<file path="src/rtl/pc_pkg.sv">
// Shared definitions for the program-counter unit: next-PC select codes and
// the alignment helper used on every non-sequential target.
package pc_pkg;

  localparam logic [1:0] SEL_SEQ = 2'd0;
  localparam logic [1:0] SEL_BR  = 2'd1;
  localparam logic [1:0] SEL_JMP = 2'd2;
  localparam logic [1:0] SEL_RET = 2'd3;

  // Widest PC the helper can handle; callers zero-extend into this width.
  localparam int ADDR_MAX_W = 64;

  function automatic logic [ADDR_MAX_W-1:0] align(input logic [ADDR_MAX_W-1:0] addr,
                                                  input int instr_bytes);
    logic [ADDR_MAX_W-1:0] mask;
    mask = ADDR_MAX_W'(instr_bytes - 1);
    return addr & ~mask;
  endfunction

endpackage

</file>
<file path="src/rtl/pc_ras.sv">
// Circular return-address stack. A push while full overwrites the oldest
// entry; overflow and underflow raise a one-cycle err pulse.
module pc_ras
  import pc_pkg::*;
#(
  parameter int DEPTH = 4,
  parameter int W     = 16
) (
  input  logic         clock,
  input  logic         reset_n,
  input  logic         push,
  input  logic         pop,
  input  logic [W-1:0] push_data,
  output logic [W-1:0] top,
  output logic         empty,
  output logic         full,
  output logic         err
);

  localparam int PTR_W = $clog2(DEPTH);
  localparam int CNT_W = $clog2(DEPTH + 1);
  localparam logic [CNT_W-1:0] FULL_CNT = CNT_W'(DEPTH);

  logic [W-1:0]     mem [DEPTH];
  logic [PTR_W-1:0] wr_ptr;
  logic [PTR_W-1:0] top_ptr;
  logic [CNT_W-1:0] count;

  // wr_ptr names the next free slot, so the newest entry sits just below it.
  assign top_ptr = wr_ptr - PTR_W'(1);
  assign top     = mem[top_ptr];
  assign empty   = (count == '0);
  assign full    = (count == FULL_CNT);

  always_ff @(posedge clock or negedge reset_n) begin
    if (!reset_n) begin
      wr_ptr <= '0;
      count  <= '0;
      err    <= 1'b0;
    end else begin
      err <= (push && full) || (pop && empty);
      if (push) begin
        wr_ptr <= wr_ptr + PTR_W'(1);
        if (!full) count <= count + CNT_W'(1);
      end else if (pop && !empty) begin
        wr_ptr <= top_ptr;
        count  <= count - CNT_W'(1);
      end
    end
  end

  always_ff @(posedge clock) begin
    if (push) mem[wr_ptr] <= push_data;
  end

endmodule

</file>
<file path="src/rtl/pc_unit.sv">
// Program-counter unit: next-PC mux, alignment check and PC register.
// Define PC_RAS_EN to build in the return-address stack (pc_ras).
module pc_unit
  import pc_pkg::*;
#(
  parameter int              PC_W        = 16,
  parameter int              INSTR_BYTES = 2,
  parameter logic [PC_W-1:0] RESET_VEC   = '0,
  parameter logic [PC_W-1:0] TRAP_VEC    = 16'hFF00,
  parameter int              RAS_DEPTH   = 4
) (
  input  logic            clock,
  input  logic            reset_n,
  input  logic            stall,
  input  logic            trap,
  input  logic [1:0]      sel,
  input  logic [PC_W-1:0] offset,
  input  logic [PC_W-1:0] target,
  input  logic            call,
  output logic [PC_W-1:0] pc,
  output logic [PC_W-1:0] pc_seq,
  output logic            misalign,
  output logic            ras_empty,
  output logic            ras_full,
  output logic            ras_err
);

  logic [PC_W-1:0]       raw;
  logic [PC_W-1:0]       pc_next;
  logic [ADDR_MAX_W-1:0] raw_w;
  logic [ADDR_MAX_W-1:0] aligned_w;
  logic                  do_align;
  logic                  mis_next;
  logic                  advance;

  assign pc_seq  = pc + PC_W'(INSTR_BYTES);
  assign advance = !trap && !stall;

`ifdef PC_RAS_EN
  logic            ras_push;
  logic            ras_pop;
  logic [PC_W-1:0] ras_top;

  pc_ras #(.DEPTH(RAS_DEPTH), .W(PC_W)) u_ras (
    .clock     (clock),
    .reset_n   (reset_n),
    .push      (ras_push),
    .pop       (ras_pop),
    .push_data (pc_seq),
    .top       (ras_top),
    .empty     (ras_empty),
    .full      (ras_full),
    .err       (ras_err)
  );

  // Only a real update may touch the stack; RET+call never pushes.
  assign ras_push = advance && call && (sel == SEL_BR || sel == SEL_JMP);
  assign ras_pop  = advance && (sel == SEL_RET);
`else
  logic unused_call;
  assign unused_call = call;
  assign ras_empty   = 1'b1;
  assign ras_full    = 1'b0;
  assign ras_err     = 1'b0;
`endif

  always_comb begin
    raw      = pc_seq;
    do_align = 1'b0;
    unique case (sel)
      SEL_SEQ: raw = pc_seq;
      SEL_BR: begin
        raw      = pc + offset;
        do_align = 1'b1;
      end
      SEL_JMP: begin
        raw      = target;
        do_align = 1'b1;
      end
      default: begin
`ifdef PC_RAS_EN
        raw      = ras_empty ? target : ras_top;
`else
        raw      = target;
`endif
        do_align = 1'b1;
      end
    endcase

    raw_w            = '0;
    raw_w[PC_W-1:0]  = raw;
    aligned_w        = do_align ? align(raw_w, INSTR_BYTES) : raw_w;
    mis_next         = (aligned_w != raw_w);

    if (trap)       pc_next = TRAP_VEC;
    else if (stall) pc_next = pc;
    else            pc_next = aligned_w[PC_W-1:0];
  end

  always_ff @(posedge clock or negedge reset_n) begin
    if (!reset_n) begin
      pc       <= RESET_VEC;
      misalign <= 1'b0;
    end else begin
      pc       <= pc_next;
      misalign <= advance && mis_next;
    end
  end

endmodule

</file>
<file path="config.mk">
export PLATFORM = sky130hd
export DESIGN_NAME = pc_unit
export DESIGN_NICKNAME = d
export VERILOG_FILES = /design/src/rtl/pc_pkg.sv /design/src/rtl/pc_ras.sv /design/src/rtl/pc_unit.sv
export SDC_FILE = /design/constraint.sdc
export NUM_CORES = 1
export LEC_CHECK = 0
export CORE_MARGIN = 8
export CORE_UTILIZATION = 48
export CTS_CLUSTER_DIAMETER = 100
export DETAILED_ROUTE_END_ITERATION = 8
export PLACE_DENSITY = 0.84
export SYNTH_ARGS = -nofsm -noshare
export SYNTH_HDL_FRONTEND = slang
export SYNTH_SLANG_ARGS = --single-unit
</file>
<file path="constraint.sdc">
create_clock -name clock -period 3.4 [get_ports clock]
set_input_delay 0.85 -clock clock [delete_from_list [all_inputs] [get_ports clock]]
set_output_delay 0.85 -clock clock [all_outputs]
set_load 0.05 [all_outputs]
</file>
# Yosys cells after proc, flatten, opt, wreduce, memory -nomap -nowiden
# Index checks and enable logic that the tools add are counted.
# op_classes
n_eq_ne	3
n_mux	4
reduce_logical	5
add_sub_neg	2
mul	0
bitwise_logic	0
shifts	0
n_div	0
order_cmp	0
# op_table
op	n
2-to-1 mux 16 bit	2
one-hot mux 16 bit (2 select lines)	1
adder 16 bit	1
adder 16 x 2 -> 16 bit, second input constant	1
!= test 16 bit	1
equality test 2 x 1 -> 1 bit, second input constant	1
logical AND 1 bit	2
logical NOT 1 bit	2
logical NOT 2 bit	1
!= test 2 x 1 -> 1 bit, second input constant	1
2-to-1 mux 1 bit	1
# word_totals
romBits	0
wordCells	16
ramBits	0
latch_bits	0
mem_count	0
register_bits	17
out_inout_bits	36

# Depth between registers and ports, before layout
# depth
word_depth	5
ltp_mapped	10
ltp_nobuf	10

# Worst setup path before layout
# No wires, ideal clock.
# synth_timing
path_kind	reg2out
startpoint	register pc[1]
endpoint	output port pc_seq[9]
stages_incl_launch_ff	5
t_required_ns	2.550
path_slack_ns	0.266
path_buffers	0
arrival_ns	2.284
path_cell_list	dfrtp_1 -> ha_1 -> and4_1 -> nand4_1 -> xnor2_1
# synth_via
elab_chain_cells	1
# synth_rtl
element	line_no	rtl
start, declared	pc_unit.sv:20	output logic [PC_W-1:0] pc,
start signal, assigned	pc_unit.sv:105	pc <= pc_next;
adder 16 x 2 -> 16 bit	pc_unit.sv:36	assign pc_seq = pc + PC_W'(INSTR_BYTES);
end, declared	pc_unit.sv:21	output logic [PC_W-1:0] pc_seq,
# No other way between the ends.

# Worst setup path in the final report
# layout_timing
startpoint	register pc[6]
endpoint	output port pc_seq[12]
# Same word-level chain as after synthesis.

==> qor.csv <==
stage,metric,value,unit
clock_tree,cts_buffer_depth,2,
synth,synth_cell_type_count,60,
global_route,grt_pass1_wl,9980,um
synth,synth_top_cell_by_area,dfrtp_1,
setup_path,r2r_start,pc[0],
global_route,antenna_found_initial,0,
worst_hold_path,min_path_type,register to register,
final_layout,final_layout_size_suffix_gt1_frac,0.0975,
clock_tree,clk_pin_slew,0.08,ns
place,gp_congestion,0.924,
clock_tree,root_buffer,clkbuf_8,
power,vdd_drop_max,0.149,mV
setup_path,cpPeakStageDelay,0.84,ns
die,row_count,23,
global_route,grt_pass1_vias,2071,
clock_tree,cts_buffers,3,
synth,async_reset_ff_frac,1.00,
route,antenna_left,0,
final_layout,synthToLayoutAreaGrowth,40.3,%
die,dieArea,6410,um^2
synth,synth.most_common_cell,nor2_1,
place,preCtsSetupSlack,0.00406,ns
synth,syn_area,1970,um^2
global_route,grt_overflow,0,
synth,synth-seq-area-share,0.216,
clock_tree,cts_tree,yes,
setup_path,crit_path_top_delay_cell,clkdlybuf4s50_1,
worst_hold_path,whs_endpoint,pc[0],
status,status,finished clean,
die,die_w,80.1,um
die,start_util,0.496,
sta,hold_viol_final,0,
sta,min_period,3.28,ns
synth,synth_fa_ha_area_frac,0.112,
synth,yosys.area_share.simple,0.218,
place,dp_cells,364,
synth,ys_ff_latch,17,
route,drtIter0Drc,165,
setup_path,end_kind,output pin,
synth,ys.warnings.count,0,
setup_path,crit_fanout,9,
final_layout,fin_nets,375,
route,vias_per_cell,5.86,
setup_path,reg2regPathDepth,10,
setup_path,cp-start-kind,register,
route,totalWireLength,6290,um
synth,synthCells,249,
synth,synthTopCellsByArea,"dfrtp_1 22%, ha_1 10%, a21oi_1 6.6%, nor2_1 5.3%, xnor2_1 5.3%",
power,power_density,324,nW/um^2
sta,setup_viol,0,
synth,synth-xor-area-share,0.106,
setup_path,cp_cell_sequence,and4_1 -> and3_4 -> nand2_1 -> xnor2_1 -> clkdlybuf4s50_1,
route,wl_per_cell,17.1,um
worst_hold_path,min_path_cells,1,
synth,synth_top_family_by_area,compound AO/OA/AOI/OAI gates,
place,portBuffers,70,
final_layout,antenna_cells,0,
sta,drv_slew,0,
synth,synth_edf_count,0,
sta,finalClockSkew,0.0102,ns
die,fp.dieH,80.1,um
sta,tightestPinTransition,0.816,ns
power,power_leakage,1.14,nW
route,drc,0,
die,core,3970,um^2
sta,fin_tns_setup,0,ns
setup_path,rrSetupSlack,0.87,ns
place,post-dp-hpwl,5010,um
worst_hold_path,hold_start,pc[0],
setup_path,critPathRequiredTime,2.55,ns
clock_tree,insertion_delay,0.26,ns
synth,synth-compound-area-share,0.288,
synth,synth_mux_area_frac,0.0102,
synth,syn_area_per_cell,7.91,um^2
sta,finalCritPeriodShare,0.964,
synth,synthTopCellsByCount,"28 x nor2_1, 26 x a21oi_1, 22 x nand2_1",
final_layout,layout.cells.non_filler,368,
global_route,grt_start_max_net_pins,18,
clock_tree,cts_sinks,17,
sta,fmax,305,MHz
global_route,grt_usage,0.189,
sta,relSlewSlack,0.454,
sta,timing.final.ws_setup,0.121,ns
synth,synth_top_area_frac,0.216,
clock_tree,h-tree-depth,1,
route,vias,2157,
run,drv_cap,0,
setup_path,crit_type,register to output pin,
synth,synthFlopType,dfrtp_1,
setup_path,crit-reg2reg-capture,pc[8],
setup_path,cp_data_arrival_time,2.43,ns
route,dr.pass1.iters,4,
die,pin_count,75,
sta,rsz0062_at_grt,no,
==> layout make-up <==
| class | count | area [um^2] |
|---|---|---|
| clock buffer | 3 | 41.3 |
| clock inverter | 1 | 7.51 |
| fill | 334 | 1210 |
| inverter | 8 | 30.0 |
| multi-input combinational | 213 | 1460 |
| sequential | 17 | 425 |
| tap | 50 | 62.6 |
| timing repair buffer | 76 | 738 |
==> power breakdown <==
group	total, mW	internal [mW]	leakage, nW	switching, mW
registers	0.246	0.217	0.199	0.0294
clock network	0.161	0.0826	0.0217	0.0780
logic	0.487	0.197	0.915	0.291
==> sequential cells by signal (all words and copies together) (netlist names) <==
register,cells
pc,16
misalign,1
==> cells by family (layout without fill, tap and decap cells) <==
logic type / count (synthesis) / in the layout
and+or+nand+nor: 87 / 87
AOI/OAI and AO/OA: 81 / 81
xor gates and xnor gates: 23 / 23
buffers and inverters: 20 / 88
adders and majority gates: 17 / 17
DFF: 17 / 17
other: 2 / 3
muxes: 2 / 2
==> cells in the final DEF, fill, tap and decap left out, types with 4 or more instances in the layout <==
master,count
a21oi_1,26
buf_4,11
a221oi_1,5
nor2_1,28
nor3_1,4
a21o_1,7
nand2_1,22
ha_1,16
inv_1,7
xor2_1,10
o21ai_0,10
dfrtp_1,17
clkdlybuf4s50_1,63
nand3_1,6
xnor2_1,12
and3_1,4
nor2b_1,4
==> worst max-delay path by stage <==
| stage | from | to | slack (ns) | cells past startpoint |
|---|---|---|---|---|
| global route | pc[6] | pc_seq[12] | 0.03 | 5 |
| CTS | pc[6] | pc_seq[14] | 0.004 | 5 |
| detailed placement | offset[0] | pc[8] | 0.004 | 11 |
| floorplan | pc[1] | pc_seq[9] | 0.27 | 4 |
| finish | pc[6] | pc_seq[12] | 0.12 | 5 |
| global placement | offset[0] | pc[8] | 0.08 | 11 |
==> metal layers <==
layer | share of wire | vias up | global-route usage
met3 | 0.077 | 7 | 0.0368
met1 | 0.44 | 1021 | 0.244
met5 | 0 | - | 0
met2 | 0.48 | 81 | 0.312
met4 | 0.012 | 0 | 0.0491
li1 | - | 1048 | -
==> critical path: cells and delay by family, from the launching register on <==
| kind | cells | cell delay, ns |
|---|---|---|
| xor+xnor | 1 | 0.21 |
| buf+inv | 1 | 0.84 |
| flops | 1 | 0.52 |
| simple gates | 3 | 0.59 |
==> stage by stage <==
step	power [mW]	cell area (um^2)	hold WS, ns	utilization
floorplan	0.571	1970	0.554	-
global placement	0.727	2710	0.570	0.682
detailed placement	0.734	2710	0.583	0.682
CTS	0.892	2760	0.593	0.695
global route	0.939	2760	0.609	0.696
finish	0.895	2760	0.592	0.696
==> timing repair <==
item,CTS,global route
gates resized for setup,0,2
hold buffers,0,0
setup buffers,0,0
endpoints found under the setup margin,0,2
No activity file was read; power rests on OpenSTA's default activity.
==> RTL edit, RTL diff (same flow settings) <==
The option `PC_RAS_EN` is turned on by a define.
--- a/src/rtl/pc_unit.sv
+++ b/src/rtl/pc_unit.sv
@@ -2,2 +2,4 @@
 // Define PC_RAS_EN to build in the return-address stack (pc_ras).
+`define PC_RAS_EN
+
 module pc_unit
Behaviour: not the same (a bounded check fails within 4 cycles, from zero or initial values and one cycle with reset_n low).
==> RTL edit against the original RTL <==
Cell count is 74% higher. Sequential cell count is 70 higher. Sequential share of layout area is 25 points higher. Setup slack better by 0.053 ns. Synthesized area grew to 2.5 times the old value. Fmax is 1.6% higher. Total power grew to 4.2 times the old value. Global-route usage is 0.40 points higher. Hold slack better by 0.012 ns. Count of clock-buffer cells in the layout is 10 higher. Final area is 120% higher. Routed wire length is 110% higher. Largest power group unchanged. Highest routed layer unchanged.
==> RTL edit: results (changes against the original RTL) <==
| Parameter | This run | Delta |
|:---|:---|:---|
| Average wire per standard cell | 20.8 um | was 17.1 um |
| Post-Place Setup Slack | 0.210 ns | was 0.00406 ns |
| Inst Count DP | 626 | was 364 |
| Multiplexer fraction of the synthesized cell area | 8.35% | was 1.02% |
| Post-synthesis compound-gate area fraction | 14.2% | was 28.8% |
| Final Instance Count excl. Fillers | 642 | was 368 |
| Number of global-route vias before repair | 3972 | was 2071 |
| Share of cells above drive strength 1 | 13.6% | was 9.75% |
| Outcome | complete, no violations | unchanged |
| Pin count of the biggest net entering global routing | 24 | was 18 |
| Share of synthesized cell area in full adder, half adder and majority cells | 6.84% | was 11.2% |
| Placer's final routability congestion estimate | 0.941 | was 0.924 |
| Sw power | 1.38 mW | was 0.398 mW |
| Post-synthesis sequential area ratio | 50.2% | was 21.6% |
| Share of flip-flops with an asynchronous set or reset | 26.4% | was 100% |
| Most area-consuming cells after synthesis | sky130_fd_sc_hd__edfxtp_1 39%, sky130_fd_sc_hd__dfrtp_1 12%, sky130_fd_sc_hd__mux4_2 7.2% | was sky130_fd_sc_hd__dfrtp_1 22%, sky130_fd_sc_hd__ha_1 10%, sky130_fd_sc_hd__a21oi_1 6.6% |
| Wire length of the first global-routing pass | 21400 um | was 9980 um |
| Finished layout cell area | 6130 um2 | was 2760 um2 |
| Worst clock skew on the final layout | 0.00650 ns | was 0.0102 ns |
| CTS H-tree depth | 3 | was 1 |
| Net count, final | 566 | was 375 |
| Detailed Route Iter0 Violations | 414 | was 165 |
| Post-synthesis average cell area | 11.7 um2 | was 7.91 um2 |
| Post-place instance area | 5900 um2 | was 2710 um2 |
| Synth top cells by count | 64 x sky130_fd_sc_hd__edfxtp_1, 52 x sky130_fd_sc_hd__nand2_1, 24 x sky130_fd_sc_hd__ha_1, 23 x sky130_fd_sc_hd__dfrtp_1, 22 x sky130_fd_sc_hd__nand3_1 | was 28 x sky130_fd_sc_hd__nor2_1, 26 x sky130_fd_sc_hd__a21oi_1, 22 x sky130_fd_sc_hd__nand2_1, 17 x sky130_fd_sc_hd__dfrtp_1, 16 x sky130_fd_sc_hd__ha_1 |
| Buffers added on ports | 74 | was 70 |
| Signal arrival time at the worst endpoint | 2.38 ns | was 2.43 ns |
| Static leakage | 2.28 nW | was 1.14 nW |
| Insertion delay to the later sink of the worst-skew pair | 0.35 ns | was 0.26 ns |
| Largest registers | u_ras.mem: 64 flops, pc: 16 flops, u_ras.count: 3 flops | was pc: 16 flops, misalign: 1 flops |
| Largest vdd supply drop | 0.000249 V | was 0.000149 V |
RTL edit: cell types whose count changed in the layout (fill, tap and decap cells not counted), moves of 6 or more:
cell,unedited run,this run
sky130_fd_sc_hd__inv_1,7,14
sky130_fd_sc_hd__edfxtp_1,0,64
sky130_fd_sc_hd__nor2_1,28,19
sky130_fd_sc_hd__and2_1,1,7
sky130_fd_sc_hd__o21ai_0,10,21
sky130_fd_sc_hd__ha_1,16,24
sky130_fd_sc_hd__mux4_2,0,16
sky130_fd_sc_hd__a21oi_1,26,18
sky130_fd_sc_hd__buf_4,11,22
sky130_fd_sc_hd__nand3_1,6,22
sky130_fd_sc_hd__clkbuf_8,3,11
sky130_fd_sc_hd__nand2_1,22,52
sky130_fd_sc_hd__dfrtp_1,17,23
RTL edit: path summary, 6_finish.rpt:
check                               startpoint        endpoint  slack (ns)  cells past startpoint
worst max-delay path                     pc[1]      pc_seq[13]        0.17                      5
worst min-delay path            u_ras.count[0]  u_ras.count[0]        0.60                      1
worst max register to register           pc[1]          pc[13]        0.89                      7
worst min register to register  u_ras.count[0]  u_ras.count[0]        0.60                      1
max in group asynchronous              reset_n           pc[7]        2.30                      2
min in group asynchronous              reset_n           pc[1]        0.85                      2
RTL edit: critical path: stages, from the launching register on:
cell,delay [ns]
sky130_fd_sc_hd__dfrtp_1,0.49
sky130_fd_sc_hd__ha_1,0.25
sky130_fd_sc_hd__nand3_1,0.14
sky130_fd_sc_hd__nor4_1,0.37
sky130_fd_sc_hd__xor2_1,0.56
sky130_fd_sc_hd__buf_12,0.22
RTL edit: cell families after synthesis:
family / Yosys count
compound gates: 97
xor+xnor: 22
fa+ha+maj: 26
buf+inv: 41
flops: 87
mux: 21
simple gates: 132
RTL edit: what timing repair did:
item	4_1_cts	5_1_grt
hold buffers	0	0
setup endpoints to repair	2	2
buffers inserted	0	0
gates resized for setup	2	2
RTL edit: layer usage:
metal	vias up	track usage, %	wire length, um
met5	-	0	0
met4	0	8.97	460
met3	44	4.22	1100
met2	233	30.8	6500
met1	1920	24.6	5280
li1	1770	-	-
RTL edit: cell type report:
type | instances | area share, %
timing repair buffer | 90 | 14.5
tap | 136 | 2.78
clock inverter | 3 | 1.06
multi-input combinational | 298 | 37.4
clock buffer | 13 | 2.59
sequential | 87 | 40.7
inverter | 15 | 0.939
RTL edit: power groups by stage:
stage | clock [mW] | sequential, mW | combinational (mW)
detailed placement | 0 | 1.35 | 1.58
floorplan | 0 | 1.42 | 1.03
global placement | 0 | 1.35 | 1.54
CTS | 0.813 | 1.33 | 1.59
finish | 0.801 | 1.33 | 1.60
global route | 0.864 | 1.34 | 1.72
